`src/rtl/load_store_unit.sv`:
```
// rtl/load_store_unit.sv - RV32I data-memory initiator: alignment check, byte strobes, fixed-latency load return
module load_store_unit #(
    parameter int ADDR_W  = 12,
    parameter int MEM_LAT = 1
) (
    input  logic              i_clk,
    input  logic              i_rst,
    input  logic              i_req_valid,
    output logic              o_req_ready,
    input  logic              i_req_we,
    input  logic [2:0]        i_req_funct3,
    input  logic [31:0]       i_req_addr,
    input  logic [31:0]       i_req_wdata,
    output logic              o_resp_valid,
    output logic              o_resp_err,
    output logic [31:0]       o_resp_rdata,
    output logic              o_busy,
    output logic [ADDR_W-1:0] o_mem_address,
    output logic              o_mem_ld,
    output logic              o_mem_str,
    output logic [3:0]        o_mem_wstrb,
    output logic [31:0]       o_mem_wdata,
    input  logic [31:0]       i_mem_rdata
);

    localparam logic [2:0] LAT = 3'(MEM_LAT);

    typedef enum logic [1:0] {S_IDLE, S_ACCESS, S_WAIT, S_RESP} state_t;

    state_t             r_state;
    state_t             w_next;
    logic               r_we;
    logic [2:0]         r_funct3;
    logic [1:0]         r_off;
    logic [2:0]         r_cnt;
    logic [3:0]         r_wstrb;
    logic [ADDR_W-1:0]  r_mem_address;
    logic [31:0]        r_mem_wdata;
    logic               r_resp_err;
    logic [31:0]        r_resp_rdata;

    logic               w_accept;
    logic               w_bad_f3;
    logic               w_misal;
    logic               w_err;
    logic [3:0]         w_wstrb;
    logic [31:0]        w_wdata;
    logic [31:0]        w_shift;
    logic [31:0]        w_load_data;
    logic               w_unused_addr;

    // Upper address bits wrap modulo the memory size and are deliberately dropped.
    assign w_unused_addr = ^i_req_addr[31:ADDR_W+2];

    // Request legality: funct3 decode per direction plus natural alignment.
    always_comb begin
        w_bad_f3 = 1'b0;
        if (i_req_we)
            w_bad_f3 = (i_req_funct3 > 3'd2);
        else
            w_bad_f3 = (i_req_funct3 == 3'd3) || (i_req_funct3[2:1] == 2'b11);
        w_misal  = ((i_req_funct3[1:0] == 2'b01) && i_req_addr[0])
                || ((i_req_funct3[1:0] == 2'b10) && (i_req_addr[1:0] != 2'b00));
        w_err    = w_bad_f3 | w_misal;
        w_accept = (r_state == S_IDLE) && i_req_valid;
    end

    // Store lane steering: replicate data so every enabled lane sees its byte.
    always_comb begin
        w_wstrb = 4'b1111;
        w_wdata = i_req_wdata;
        case (i_req_funct3[1:0])
            2'b00: begin
                w_wstrb = 4'b0001 << i_req_addr[1:0];
                w_wdata = {4{i_req_wdata[7:0]}};
            end
            2'b01: begin
                w_wstrb = i_req_addr[1] ? 4'b1100 : 4'b0011;
                w_wdata = {2{i_req_wdata[15:0]}};
            end
            default: begin
                w_wstrb = 4'b1111;
                w_wdata = i_req_wdata;
            end
        endcase
    end

    // Load extraction: shift the addressed lane down, then sign/zero extend.
    always_comb begin
        w_shift     = i_mem_rdata >> {r_off, 3'b000};
        w_load_data = i_mem_rdata;
        case (r_funct3)
            3'd0:    w_load_data = {{24{w_shift[7]}}, w_shift[7:0]};
            3'd4:    w_load_data = {24'd0, w_shift[7:0]};
            3'd1:    w_load_data = {{16{w_shift[15]}}, w_shift[15:0]};
            3'd5:    w_load_data = {16'd0, w_shift[15:0]};
            default: w_load_data = i_mem_rdata;
        endcase
    end

    // State register; reset parks in IDLE so strobes fall immediately.
    always_ff @(posedge i_clk or posedge i_rst) begin
        if (i_rst)
            r_state <= S_IDLE;
        else
            r_state <= w_next;
    end

    // Next-state and state-decoded outputs.
    always_comb begin
        w_next       = r_state;
        o_req_ready  = 1'b0;
        o_resp_valid = 1'b0;
        o_mem_ld     = 1'b0;
        o_mem_str    = 1'b0;
        case (r_state)
            S_IDLE: begin
                o_req_ready = 1'b1;
                if (i_req_valid)
                    w_next = w_err ? S_RESP : S_ACCESS;
            end
            S_ACCESS: begin
                o_mem_ld  = ~r_we;
                o_mem_str = r_we;
                w_next    = r_we ? S_RESP : S_WAIT;
            end
            S_WAIT: begin
                if (r_cnt == 3'd1)
                    w_next = S_RESP;
            end
            S_RESP: begin
                o_resp_valid = 1'b1;
                w_next       = S_IDLE;
            end
            default: w_next = S_IDLE;
        endcase
        o_busy      = ~o_req_ready;
        o_mem_wstrb = o_mem_str ? r_wstrb : 4'b0000;
    end

    // Request capture, latency counter and response data registers.
    always_ff @(posedge i_clk or posedge i_rst) begin
        if (i_rst) begin
            r_we          <= 1'b0;
            r_funct3      <= 3'd0;
            r_off         <= 2'd0;
            r_cnt         <= 3'd0;
            r_wstrb       <= 4'd0;
            r_mem_address <= '0;
            r_mem_wdata   <= 32'd0;
            r_resp_err    <= 1'b0;
            r_resp_rdata  <= 32'd0;
        end else begin
            case (r_state)
                S_IDLE: begin
                    if (w_accept) begin
                        r_we         <= i_req_we;
                        r_funct3     <= i_req_funct3;
                        r_off        <= i_req_addr[1:0];
                        r_resp_err   <= w_err;
                        r_resp_rdata <= 32'd0;
                        if (!w_err) begin
                            r_mem_address <= i_req_addr[ADDR_W+1:2];
                            if (i_req_we) begin
                                r_wstrb     <= w_wstrb;
                                r_mem_wdata <= w_wdata;
                            end
                        end
                    end
                end
                S_ACCESS: begin
                    if (!r_we)
                        r_cnt <= LAT;
                end
                S_WAIT: begin
                    r_cnt <= r_cnt - 3'd1;
                    if (r_cnt == 3'd1)
                        r_resp_rdata <= w_load_data;
                end
                default: ;
            endcase
        end
    end

    assign o_mem_address = r_mem_address;
    assign o_mem_wdata   = r_mem_wdata;
    assign o_resp_err    = r_resp_err;
    assign o_resp_rdata  = r_resp_rdata;

endmodule
```
`config.mk`:
```
export PLATFORM = sky130hd
export DESIGN_NAME = load_store_unit
export DESIGN_NICKNAME = d
export VERILOG_FILES = /design/src/rtl/load_store_unit.sv
export SDC_FILE = /design/constraint.sdc
export NUM_CORES = 1
export LEC_CHECK = 0
export ABC_CLOCK_PERIOD_IN_PS = 3750
export CORE_ASPECT_RATIO = 0.8
export CORE_MARGIN = 1.5
export CORE_UTILIZATION = 43
export DETAILED_ROUTE_END_ITERATION = 8
export HOLD_SLACK_MARGIN = 0.05
export PLACE_DENSITY_LB_ADDON = 0.15
export SLEW_MARGIN = 30
export SYNTH_ARGS = -nofsm -noshare
export SYNTH_HDL_FRONTEND = slang
export SYNTH_SLANG_ARGS = --single-unit
export TNS_END_PERCENT = 10
```
`constraint.sdc`:
```
create_clock -name i_clk -period 3.75 [get_ports i_clk]
set_input_delay 0.5625 -clock i_clk [delete_from_list [all_inputs] [get_ports i_clk]]
set_output_delay 0.5625 -clock i_clk [all_outputs]
set_load 0.03 [all_outputs]
```
Word level (Yosys, flattened, before mapping)

Cells that the tools add are included.

Register bits after elaboration: 92
Input bits: 103
Output and inout bits: 86
Word-level logic and storage cells: 70

Add/sub/neg operators: 1
Order comparisons: 1
Eq/ne operators: 15
Shift-type cells: 2
Multiplexer cells: 20
Bitwise logic cells: 4
Reductions and logical operators: 17

Operators with widths:

| cell                                                          | count |
|---|---|
| one-hot mux 32 bit (2 select lines)                           | 2 |
| one-hot mux 32 bit (4 select lines)                           | 1 |
| two-way mux 32 bit                                            | 2 |
| right shift 32 x 5 -> 16 bit                                  | 1 |
| == test 2 bit, second input constant                          | 4 |
| two-way mux 4 bit                                             | 2 |
| inequality test 2 bit, second input constant                  | 4 |
| one-hot mux 2 bit (4 select lines)                            | 1 |
| one-hot mux 4 bit (2 select lines)                            | 1 |
| == test 3 x 1 -> 1 bit, second input constant                 | 2 |
| == test 3 bit, second input constant                          | 2 |
| two-way mux 1 bit                                             | 6 |
| two-way mux 2 bit                                             | 3 |
| one-hot mux 3 bit (2 select lines)                            | 1 |
| AND reduction 2 bit                                           | 3 |
| AND reduction 3 bit                                           | 2 |
| nonzero test 2 bit                                            | 3 |
| == test 2 x 1 -> 1 bit, second input constant                 | 2 |
| zero test 2 bit                                               | 2 |
| AND reduction 4 bit                                           | 1 |
| left shift 1 x 2 -> 4 bit, first input constant               | 1 |
| == test 3 x 2 -> 1 bit, second input constant                 | 1 |
| greater-than comparator 3 x 2 -> 1 bit, second input constant | 1 |
| logical AND 1 bit                                             | 3 |
| 6 further kinds                                               | 9 |

Longest topological paths before layout

Depth after elaboration: 7
Depth in mapped cells: 8

Least setup slack after synthesis

OpenSTA, ideal clock, no wires.

Kind: flip-flop to flip-flop
Start point: register r_state[0]
End point: register r_resp_rdata[16] (netlist: o_resp_rdata[16])
Library setup time: 0.127 ns
Arrival: 2.198 ns
Setup slack: 1.425 ns
Stages on the path, launching flop included: 9
Period minus slack after synthesis: 2.325 ns
Cell sequence: dfrtp_1 -> inv_1 -> ha_1 -> clkbuf_1 -> nand2b_1 -> nand3_1 -> nor2_1 -> clkbuf_1 -> a221o_2

Longest elaborated chain between the ends: 4
Elaborated cells on any way between the ends: 8
Those cells by class: eq/ne: 3; mux: 1; reduce/logical: 4

Ends and longest elaborated chain:

| what                            | RTL line | source |
|---|---|---|
| start, declared                 | 30       | `state_t r_state;` |
| start signal, assigned          | 106      | `r_state <= w_next;` |
| zero test 2 bit                 | 65, 154  |  |
| logical AND 1 bit               | 65       | `w_accept = (r_state == S_IDLE) && i_req_valid;` |
| inequality test 2 bit (no line) | -        |  |
| AND reduction 3 bit (no line)   | -        |  |
| end signal, assigned            | 178      | `r_resp_rdata <= w_load_data;` |
| end, declared                   | 40       | `logic [31:0] r_resp_rdata;` |

Several ways; a longest one is shown, not always the timed one.
A chain may end at the register's enable or synchronous reset.

Worst setup path after layout

Start point: register r_state[1]
End point: output o_mem_wstrb[2]

Longest elaborated chain between the ends: 3

Ends and longest elaborated chain:

| what                   | RTL line | source |
|---|---|---|
| == test 2 x 1 -> 1 bit | 116      | `case (r_state)` |
| two-way mux 1 bit      | 116      |  |
| two-way mux 4 bit      | 138      | `o_mem_wstrb = o_mem_str ? r_wstrb : 4'b0000;` |
| end, declared          | 21       | `output logic [3:0] o_mem_wstrb,` |

No other way between the ends.

==> summary.md <==
| Metric | Value |
|---|---|
| Net Sw Frac | 0.425 |
| Syn Nets | 540 |
| Clk_skew | 0.00468 ns |
| Fmax | 0.395 GHz |
| Crit path launch | r_state[1]$_DFFE_PP0P_ |
| Max_cap viols | 0 |
| Top FF cell, synth | dfrtp_1 |
| P_leak | just under 3 nW |
| CTS tree | built |
| Clock latency on the worst-skew pair | roughly 0.34 ns |
| Antenna-violating nets left | 0 |
| Starting density of the core | 0.442 |
| Most frequent cells in the layout | clkdlybuf4s50_1, dfrtp_1, nand2_1 |
| First-pass GRT wire length | between 15000 and 20000 um |
| Setup Buffers After CTS | 0 |
| Switching component of the power | 2.36 mW |
| Worst hold stages | 2 |
| Hold endpoint | o_mem_wdata[21]$_DFFE_PP0P_ |
| Critical Path AT | a little under 2 ns |
| Num rows | 33 |
| Nets | 701 |
| Synth Register Bits | 92 |
| Clock network power share | 0.165 |
| Core box area | 10200 sq um |
| Tcrit/Tclk final | 0.674 |
| Worst-Margin Slew | 0.809 ns |
| DRC errors left | 0 |
| PD cells | 832 nW/um^2 |
| Hold Slack | approximately 0.48 ns |
| Max VDD drop | around 0.00054 V |
| Clock Path Buffers | 2 |
| Post-route minimum period | 2.53 ns |
| Synth Warn # | 0 |
| Fin. max-slew vios | 0 |
| Worst setup EP type | output pin |
| Number of global-route vias before repair | between 3000 and 4000 |
| # H-tree levels | 3 |
| Initial antenna violation count | 0 |
| Routed length per placed instance | 16.8 um |
| Register area share after synthesis | 0.509 |
| Layout cells sized above 1 | 0.117 |
| Status | finished, final reports clean |
| CTS Buf Count | 9 |
| Critical Path Fanout Max | 6 |
| Die ar. | roughly 11000 sq um |
| Vias | 3966 |
| # clock sinks | 92 |
| Internal | 3.19 mW |
| Filler Cell Count | 849 |
| Mean Syn Cell Area | 10.5 sq um |
| Critical Path RT | roughly 3.2 ns |
| Clock root buffer | clkbuf_16 |
| Gpl congestion | 0.814 |
| Critical path class | reg2out |
| Dpl hpwl | 9020 um |
| Hold_sp | o_mem_wdata[21]$_DFFE_PP0P_ |
| RR Endpoint | o_resp_rdata[18]$_DFFE_PP0P_ |
| Largest net degree at the start of global routing | 65 |
| EDFF count, synth | 0 |
| Comb power frac | 0.523 |
| RSZ-0062 raised after global routing | no |
| DR vias/cell | 5.38 |
| Die span in y | 94.7 um |
| Commonest non-fill, non-tap cell in the layout | clkdlybuf4s50_1 |
| Area grow syn2layout | 47.5% |
| GRT overflow | 0 |
| Synth Cell Area | 4520 sq um |
| Post-synthesis cell type count | 40 |
| CTS Hold Bufs | 0 |
| Drt first-iter violations | 307 |
| Die Wd | 118 um |
| Resized cells post-CTS | 0 |
| Ant diodes | 0 |
| Async set-reset flop share out of synthesis | 1.00 |
| Seq pwr share | 0.312 |
| Setup violators final | 0 |
| Setup_tns | 0 ns |
| Worst R2R Path Depth | 6 |
| CP startpoint kind | flip-flop |
| GRT Total Usage | 0.222 |
| Hold Crit Class | reg2reg |
| Buffers added on ports | 170 |
| DRT Pass-1 Iters | 5 |
| Final hold violations | 0 |
| Mapped Cells | 431 |
| Max_slew headroom | 0.461 |
| Total Routed Length | between 10000 and 15000 um |
| Clk slew on worst S/H paths | 0.06 ns |
| Worst r2r src | r_state[1]$_DFFE_PP0P_ |
| Flop2flop setup slack | 1.33 ns |
| Io pins | 189 |
==> Yosys cell counts, drive strengths merged, types with 7 or more instances <==
cell    count  share of area
a221o      16          0.038
o31ai       8          0.013
nor2       25          0.021
mux2       26          0.065
clkbuf     21          0.017
nand2      50          0.042
dfrtp      92           0.51
inv        23          0.019
mux2i      38          0.084
o21ai      48          0.053
a21oi      20          0.022
o22ai       7         0.0097
==> worst max-delay path by stage <==
stage,end,slack [ns]
after floorplan,o_mem_address[0]$_DFFE_PP0P_,0.80
after global placement,o_resp_rdata[16]$_DFFE_PP0P_,0.78
after detailed placement,o_resp_rdata[18]$_DFFE_PP0P_,0.95
after CTS,o_resp_rdata[13]$_DFFE_PP0P_,1.16
after global routing,o_mem_str,1.08
final,o_mem_wstrb[2],1.22
==> cell type report <==
class / instances / area (sq um) / area share
Sequential cell: 92 / 2300 / 0.345
Clock buffer: 10 / 239 / 0.0358
Tap cell: 140 / 175 / 0.0263
Timing Repair Buffer: 177 / 1770 / 0.265
Inverter: 23 / 87.6 / 0.0131
Clock inverter: 6 / 63.8 / 0.00957
Multi-Input combinational cell: 289 / 2030 / 0.304
==> worst max-delay path: stages, from the launching register on <==
cell and delay [ns]:
dfrtp_1 0.43, inv_1 0.10, ha_1 0.23, and3_1 0.20
clkdlybuf4s50_1 0.67
==> kinds of logic (layout without fill, tap and decap cells) <==
logic type,after synthesis,after routing,synth area share
muxes,65,65,0.154
buffers and inverters,50,216,0.0454
AOI/OAI and AO/OA,122,122,0.180
DFF,92,92,0.509
and+or+nand+nor,96,96,0.0946
adders and majority gates,6,6,0.0166
==> power groups by stage <==
stage          Sequential, mW  Clock (mW)  Combinational, mW
4_1_cts                  1.73       0.940               2.91
3_3_place_gp             1.71           0               2.83
2_1_floorplan            2.29           0               1.21
6_report                 1.73       0.914               2.90
5_1_grt                  1.78       0.979               3.10
3_5_place_dp             1.74           0               2.91
==> per-stage QoR <==
step                      instances  instance area (sq um)  utilization  setup WS (ns)  power (mW)
after floorplan                 431                   4520            -          0.796        3.50
after global placement          720                   6350        0.620          0.783        4.54
after detailed placement        720                   6350        0.621          0.946        4.65
after CTS                       736                   6660        0.650           1.16        5.58
after global routing            737                   6670        0.651           1.08        5.87
final                           737                   6670        0.651           1.22        5.55
==> state kept, by name (all words and copies together) (netlist names) <==
signal         count
o_mem_address     12
r_we               1
o_mem_wdata       32
r_funct3           3
r_cnt              3
o_resp_err         1
r_off              2
r_state            2
r_wstrb            4
o_resp_rdata      32
==> metal layers <==
metal  share of wire  GRT usage  wire (um)  vias up
li1                -          -          -     1884
met1            0.46      0.299       5670     1908
met2            0.46      0.348       5720      151
met3           0.060     0.0562        746       23
met4           0.021     0.0874        264        0
met5               0          0          0        -
(Power assumes the default switching activity.)
